==> src/rtl/bcd_pkg.sv <==
// Shared types for the BCD digit packing path: digit type, range limit and packer states.
package bcd_pkg;

    typedef logic [3:0] bcd_digit_t;

    localparam bcd_digit_t BCD_MAX = 4'd9;

    typedef enum logic {
        COLLECT = 1'b0,
        HOLD    = 1'b1
    } pack_state_t;

endpackage

==> src/rtl/bcd_digit_check.sv <==
// Combinational range check for one 8421 digit: ok is high when the digit is 0..9.
module bcd_digit_check
    import bcd_pkg::*;
(
    input  bcd_digit_t digit,
    output logic       ok
);

    assign ok = (digit <= BCD_MAX);

endmodule

==> src/rtl/bcd_digit_packer.sv <==
// Packs a valid/ready stream of BCD digits into one word per frame, MS digit first.
// Define BCD_ERR_CNT_EN to add the saturating err_cnt port counting invalid digits.
module bcd_digit_packer
    import bcd_pkg::*;
#(
    parameter int NDIG = 4,
    parameter int CW   = $clog2(NDIG + 1)
)
(
    input  logic                clk,
    input  logic                rst_n,
    input  logic [3:0]          in_digit,
    input  logic                in_valid,
    input  logic                in_last,
    output logic                in_ready,
    output logic [4*NDIG-1:0]   out_word,
    output logic [CW-1:0]       out_count,
    output logic                out_err,
    output logic                out_valid,
    input  logic                out_ready
`ifdef BCD_ERR_CNT_EN
    ,
    output logic [7:0]          err_cnt
`endif
);

    pack_state_t         state_q, state_d;
    logic [4*NDIG-1:0]   word_q, word_d;
    logic [CW-1:0]       count_q, count_d;
    logic                err_q, err_d;

    logic                dig_ok;
    logic                accept;
    logic                last_slot;
    bcd_digit_t          digit_in;
    logic [4*NDIG-1:0]   digit_ext;

    bcd_digit_check u_check (
        .digit (in_digit),
        .ok    (dig_ok)
    );

    assign accept    = in_valid && (state_q == COLLECT);
    assign last_slot = (count_q == CW'(NDIG - 1));

    always_comb begin
        state_d   = state_q;
        word_d    = word_q;
        count_d   = count_q;
        err_d     = err_q;
        // Out-of-range digits are stored as zero; the frame error flag records them.
        digit_in  = dig_ok ? in_digit : 4'h0;
        digit_ext = '0;
        digit_ext[3:0] = digit_in;

        case (state_q)
            COLLECT: begin
                if (in_valid) begin
                    word_d  = (word_q << 4) | digit_ext;
                    count_d = count_q + CW'(1);
                    if (!dig_ok) begin
                        err_d = 1'b1;
                    end
                    if (last_slot || in_last) begin
                        state_d = HOLD;
                    end
                end
            end
            HOLD: begin
                if (out_ready) begin
                    word_d  = '0;
                    count_d = '0;
                    err_d   = 1'b0;
                    state_d = COLLECT;
                end
            end
            default: begin
                state_d = COLLECT;
            end
        endcase
    end

    always_ff @(posedge clk) begin
        if (!rst_n) begin
            state_q <= COLLECT;
            word_q  <= '0;
            count_q <= '0;
            err_q   <= 1'b0;
        end else begin
            state_q <= state_d;
            word_q  <= word_d;
            count_q <= count_d;
            err_q   <= err_d;
        end
    end

    assign in_ready  = (state_q == COLLECT);
    assign out_valid = (state_q == HOLD);
    assign out_word  = word_q;
    assign out_count = count_q;
    assign out_err   = err_q;

`ifdef BCD_ERR_CNT_EN
    logic [7:0] errcnt_q, errcnt_d;

    // Lifetime count of invalid digits; survives frame boundaries, sticks at 255.
    always_comb begin
        errcnt_d = errcnt_q;
        if (accept && !dig_ok && (errcnt_q != 8'hFF)) begin
            errcnt_d = errcnt_q + 8'd1;
        end
    end

    always_ff @(posedge clk) begin
        if (!rst_n) begin
            errcnt_q <= 8'h00;
        end else begin
            errcnt_q <= errcnt_d;
        end
    end

    assign err_cnt = errcnt_q;
`else
    logic unused_accept;
    assign unused_accept = accept;
`endif

endmodule

==> config.mk <==
export PLATFORM = sky130hd
export DESIGN_NAME = bcd_digit_packer
export DESIGN_NICKNAME = d
export VERILOG_FILES = /design/src/rtl/bcd_pkg.sv /design/src/rtl/bcd_digit_check.sv /design/src/rtl/bcd_digit_packer.sv
export SDC_FILE = /design/constraint.sdc
export NUM_CORES = 1
export LEC_CHECK = 0
export BUFFER_PORTS_ARGS = -buffer_cell sky130_fd_sc_hd__clkbuf_2
export CAP_MARGIN = 20
export CORE_UTILIZATION = 40
export CTS_CLUSTER_SIZE = 20
export DETAILED_ROUTE_END_ITERATION = 7
export PLACE_DENSITY_LB_ADDON = 0.05
export SYNTH_ARGS = -nofsm -noshare
export SYNTH_HDL_FRONTEND = slang
export SYNTH_SLANG_ARGS = --single-unit
==> constraint.sdc <==
create_clock -name clk -period 3.19 [get_ports clk]
set_clock_uncertainty 0.2 [all_clocks]
set_input_delay 0.319 -clock clk [delete_from_list [all_inputs] [get_ports clk]]
set_output_delay 0.319 -clock clk [all_outputs]
set_load 0.02 [all_outputs]
==> results of run 1 <==
[state kept, by name (all words and copies together), names as in the netlist]
signal and count:
out_word 16, out_count 3, out_err 1, out_valid 1
[cells in the mapped netlist]
library cell	instances	area, um^2
o21ai_0	4	20.02
nand3_1	1	5.000
nor2_1	2	7.510
a21oi_1	3	15.01
o22ai_1	10	62.56
nand2b_1	1	6.260
nand2_1	21	78.83
buf_6	2	22.52
dfxtp_1	21	420.4
o22ai_2	2	25.02
and2b_1	1	7.510
or2b_1	1	7.510
buf_2	3	15.01
o32ai_1	3	26.28
ha_1	2	25.02
o311ai_0	1	8.760
nand2_4	1	11.26
nand4_1	3	18.77
o31ai_1	1	7.510
inv_1	3	11.26
[worst max-delay path by stage]
stage,slack (ps),cells after the start,startpoint,end
global placement,1420,3,out_valid,out_word[0]
finish,1360,3,out_valid,out_word[8]
floorplan,1810,3,out_count[0],out_count[2]
CTS,1340,3,out_valid,out_word[8]
global route,1170,3,out_valid,out_word[8]
detailed placement,1400,3,out_valid,out_word[8]
[power by group through the flow]
stage	logic [mW]	clock network [mW]	registers, mW
global placement	0.0577	0	0.280
finish	0.0570	0.125	0.274
detailed placement	0.0575	0	0.280
global route	0.0643	0.137	0.276
floorplan	0.0334	0	0.289
CTS	0.0576	0.131	0.275
[per-layer routing]
metal	track usage	routed length [um]	vias up
li1	-	-	371
met5	0	0	-
met3	0.05000	97	0
met4	0.05143	0	0
met2	0.2278	667	29
met1	0.2435	770	310
[stage by stage]
step                std cells  setup WS [ps]
floorplan                  86           1809
global placement          136           1416
detailed placement        136           1397
CTS                       140           1341
global route              140           1165
finish                    140           1356
[kinds of logic after synthesis]
family                     after synthesis
AOI/OAI and AO/OA                       24
adders and majority gates                2
buffers and inverters                    8
DFF                                     21
and+or+nand+nor                         31
[final cells by class]
type	count	area [um^2]
tap	25	31.28
multi-input combinational	57	332.8
fill	186	829.5
inverter	3	11.26
clock buffer	4	26.28
sequential	21	420.4
timing repair buffer	30	150.1
[worst max-delay path, delay by kind of cell (launching register included)]
family / cells / cell delay [ps]
flip-flops: 1 / 410
AND/OR/NAND/NOR: 2 / 900
AO/OA/AOI/OAI: 1 / 220
==> impl_metrics.py, run 1 <==
metrics = {
    "status": {
        "status": "complete, no violations",
    },
    "synthesis": {
        "synthDistinctLibCells": 20,
        "seq_area_frac_synth": 0.5242,
        "synth-compound-area-share": 0.2059,
        "syn_inst": 86,
        "synth_mux_area_frac": 0,
        "synthSimpleGateAreaFrac": 0.1778,
        "yosys_warnings": 0,
        "ys_ff_latch": 21,
        "syn-cell-area_um2": 802.0,
        "syn_avg_cell_area_um2": 9.326,
        "synth-adder-area-share": 0.03120,
        "synth_xor_area_frac": 0,
        "synth_fp_nets": 97,
        "synth_top_family_by_area": "compound AO/OA/AOI/OAI gates",
    },
    "die": {
        "ios": 31,
        "fp.dieW_um": 46.78,
        "fp.dieArea_mm2": 0.002188,
        "fp.dieH_um": 46.78,
        "start_util": 0.4451,
        "row_count": 15,
        "core_area_mm2": 0.001802,
    },
    "timing": {
        "max_slew_margin": 0.4742,
        "holdWs_ps": 62.35,
        "fin_crit_ps": 1834,
        "hold_violations": 0,
        "rsz0062_at_grt": "false",
        "max_freq_mhz": 545.3,
        "fin_tns_setup_ps": 0,
        "setup_violations": 0,
        "period_share": 0.5749,
        "worstMarginPinSlew_ps": 788.7,
        "final_max_slew_viol_count": 0,
    },
    "drt": {
        "drt_iter0_drc": 11,
        "vias": 710,
        "antenna_left": 0,
        "routed_via_density": 5.071,
        "wl_per_cell_um": 10.96,
        "drc_errors": 0,
        "routed_wl_um": 1535,
        "firstDrtPassIters": 4,
    },
    "min_path": {
        "hold_path_depth": 3,
        "hp-start": "in_digit[0]",
        "worst_hold_path.endpoint": "out_word[0]",
        "hp-class": "in2reg",
    },
    "pwr": {
        "clock_power_share": 0.274,
        "pwr-share-comb": 0.125,
        "p_leak_nw": 0.4098,
        "switching_share": 0.2632,
        "total_power_uw": 456.6,
        "p_seq_frac": 0.601,
        "p_per_area_mw_per_mm2": 469.7,
        "p_switching_uw": 120.2,
        "ir_drop_mv": 0.2436,
        "p_int_uw": 336.4,
    },
    "place": {
        "place_area_um2": 945.9,
        "gp_congestion": 0.6747,
        "place_hpwl_um": 1074,
        "io_buffers": 30,
    },
    "setup_path": {
        "cpMaxStageDelayCell": "nand2b_1",
        "timing.rr.start": "out_valid",
        "critPathLaunchType": "register",
        "timing.rr.end": "out_word[8]",
        "cp-end-kind": "register",
        "criticalPathCategory": "reg2reg",
        "r2r_cells": 3,
        "crit_path_max_fanout": 19,
        "worstPathCellList": "nand2b_1 > nand2_4 > o22ai_1",
        "required_ps": 3200,
        "arrival_ps": 1840,
        "cpPeakStageDelay_ps": 650,
        "r2r_slack_ps": 1360,
    },
    "global_route": {
        "globalRouteTotalUtil": 0.1645,
        "overflow": 0,
        "antenna_found_initial": 0,
        "grt_pass1_wl_um": 2573,
        "grt_pass1_vias": 584,
        "grt_max_degree": 25,
    },
    "clock_tree": {
        "path_clk_slew_ps": 120,
        "ctsResizeCount": 0,
        "cts_setup_buffers": 0,
        "cts_tree": "built",
        "cts-hold-fix-buffers": 0,
        "numCtsBuffers": 3,
        "cts_sinks": 21,
        "clock_path_buffers": 2,
        "insertion_delay_ps": 300,
        "htree_num_levels": 1,
        "clockRootBuffer": "clkbuf_4",
    },
    "final_layout": {
        "fin_util": 0.5396,
        "area_growth_pct": 21.22,
        "layout.nets": 127,
        "final_common_cell": "clkbuf_2",
        "n_antenna_cell": 0,
        "mostFrequentLayoutCells": "clkbuf_2 (30), nand2_1 (21), dfxtp_1 (21), o22ai_1 (10), o21ai_0 (4)",
        "drive_above_1_share": 0.3130,
        "final_area_um2": 972.2,
    },
    "flow_run": {
        "cap_violations": 0,
    },
}
No activity file was read; power rests on OpenSTA's default activity.
==> run 2: changes to the inputs <==
Clock period 3.19 ns to 1.6 ns, I/O delays scaled along.
==> run 2 against run 1 <==
Effect of this change: count of clock-buffer cells in the layout down 1; via count up 4.1%; wire length up 7.8%; flip-flop and latch count unchanged; critical path depth up 1; die area unchanged; sequential power up 100%; core utilization up 4.7 points; hold slack better by 66 ps; global-route usage up 0.37 points; critical endpoint is now out_count[1]; largest power group unchanged; highest routed layer is now met4.
==> impl_metrics.py, run 2 (same netlist as run 1, synthesis figures left out) <==
metrics = {
    "drt": {
        "vias": 739,
        "routed_via_density": 4.960,
        "antenna_left": 0,
        "drc_errors": 0,
        "firstDrtPassIters": 3,
        "drt_iter0_drc": 8,
        "routed_wl_um": 1655,
        "wl_per_cell_um": 11.11,
    },
    "timing": {
        "rsz0062_at_grt": "false",
        "max_freq_mhz": 695.7,
        "fin_tns_setup_ps": 0,
        "hold_violations": 0,
        "max_slew_margin": 0.7699,
        "setup_violations": 0,
        "worstMarginPinSlew_ps": 345.2,
        "final_max_slew_viol_count": 0,
        "fin_crit_ps": 1437,
        "period_share": 0.8984,
    },
    "global_route": {
        "overflow": 0,
        "antenna_found_initial": 0,
        "grt_pass1_wl_um": 2642,
        "grt_pass1_vias": 585,
        "globalRouteTotalUtil": 0.1683,
        "grt_max_degree": 19,
    },
    "final_layout": {
        "nFillCells": 177,
        "mostFrequentLayoutCells": "clkbuf_2 (30), nand2_1 (21), dfxtp_1 (21), o22ai_1 (10), dlygate4sd3_1 (6)",
        "area_growth_pct": 31.67,
        "drive_above_1_share": 0.3226,
        "final_common_cell": "clkbuf_2",
        "multi_input_area_um2": 332.8,
        "layout.nets": 136,
        "n_antenna_cell": 0,
        "largest_reg_flops": 16,
        "seq_area_um2": 420.4,
    },
    "clock_tree": {
        "htree_num_levels": 1,
        "path_clk_slew_ps": 110,
        "ctsResizeCount": 0,
        "insertion_delay_ps": 290,
        "cts_tree": "built",
        "cts_sinks": 21,
        "numCtsBuffers": 3,
        "clock_path_buffers": 2,
        "clockRootBuffer": "clkbuf_4",
    },
    "die": {
        "fp.dieArea_mm2": 0.002188,
        "fp.dieH_um": 46.78,
        "ios": 31,
        "start_util": 0.4451,
        "core_area_mm2": 0.001802,
        "row_count": 15,
        "fp.dieW_um": 46.78,
    },
    "setup_path": {
        "timing.rr.start": "out_valid",
        "cp-end-kind": "register",
        "critPathLaunchType": "register",
        "required_ps": 1640,
        "critPathCapture": "out_count[1]",
        "crit_start": "out_valid",
        "r2r_cells": 4,
        "r2r_slack_ps": 160,
        "arrival_ps": 1470,
        "timing.rr.end": "out_count[1]",
        "criticalPathCategory": "reg2reg",
        "crit_path_max_fanout": 8,
    },
    "pwr": {
        "ir_drop_mv": 0.5085,
        "p_seq_frac": 0.591,
        "p_switching_uw": 244.7,
        "total_power_uw": 927.1,
        "clock_power_share": 0.265,
        "p_leak_nw": 0.4518,
        "p_per_area_mw_per_mm2": 878.0,
        "switching_share": 0.2640,
        "p_int_uw": 682.4,
        "pwr-share-comb": 0.144,
    },
    "place": {
        "io_buffers": 30,
        "gp_congestion": 0.7058,
        "place_hpwl_um": 1170,
    },
    "flow_run": {
        "cap_violations": 0,
    },
    "status": {
        "status": "complete, no violations",
    },
    "min_path": {
        "hp-class": "in2reg",
    },
}
## run 2: metal layers
layer | GRT usage | share of wire | wire (um) | up-vias
met5 | 0 | 0 | 0 | -
met4 | 0.05143 | 0.0085 | 14 | 0
met3 | 0.02308 | 0.040 | 66 | 2
met2 | 0.2306 | 0.42 | 694 | 20
met1 | 0.2697 | 0.53 | 879 | 333
li1 | - | - | - | 384
## run 2: power groups by stage
stage | combinational (mW) | clock, mW | sequential, mW
2_1_floorplan | 0.0666 | 0 | 0.577
3_3_place_gp | 0.121 | 0 | 0.559
3_5_place_dp | 0.122 | 0 | 0.560
4_1_cts | 0.134 | 0.258 | 0.548
5_1_grt | 0.148 | 0.276 | 0.550
6_report | 0.133 | 0.246 | 0.548
## run 2: worst min path at each step
stage,start,cells after the start,to,slack [ps]
after global routing,in_valid,4,out_count[1],130
after floorplan,in_digit[3],1,out_word[1],80
after detailed placement,in_digit[0],3,out_word[0],210
after CTS,in_valid,4,out_count[1],110
final,in_valid,4,out_count[1],130
after global placement,in_digit[0],3,out_word[0],230
## run 2: worst max-delay path, cell delays in order, from the launching register on
cell and delay [ps]:
dfxtp_1 410, nand2b_1 340, buf_4 220, nand3_1 80
a21oi_1 130
## run 2: timing repair
action	4_1_cts	5_1_grt
hold buffers	6	0
setup buffers	0	0
endpoints found under the hold margin	6	0
## run 2: area by class of cell
class	count	share of cell area
Sequential cell	21	0.3981
Timing Repair Buffer	39	0.2204
Inverter	3	0.01066
Tap cell	25	0.02962
Clock inverter	1	0.004739
Multi-Input combinational cell	57	0.3152
Clock buffer	3	0.02133
## run 2: stage by stage
stage	util	instances	instance area, um^2	hold slack, ps	setup WS (ps)
2_1_floorplan	-	86	802.0	77.23	219.1
3_3_place_gp	0.5375	139	968.4	225.2	226.8
3_5_place_dp	0.5375	139	968.4	213.7	190.3
4_1_cts	0.5861	149	1056	110.7	163.6
5_1_grt	0.5861	149	1056	131.0	60.76
6_report	0.5861	149	1056	127.9	162.6
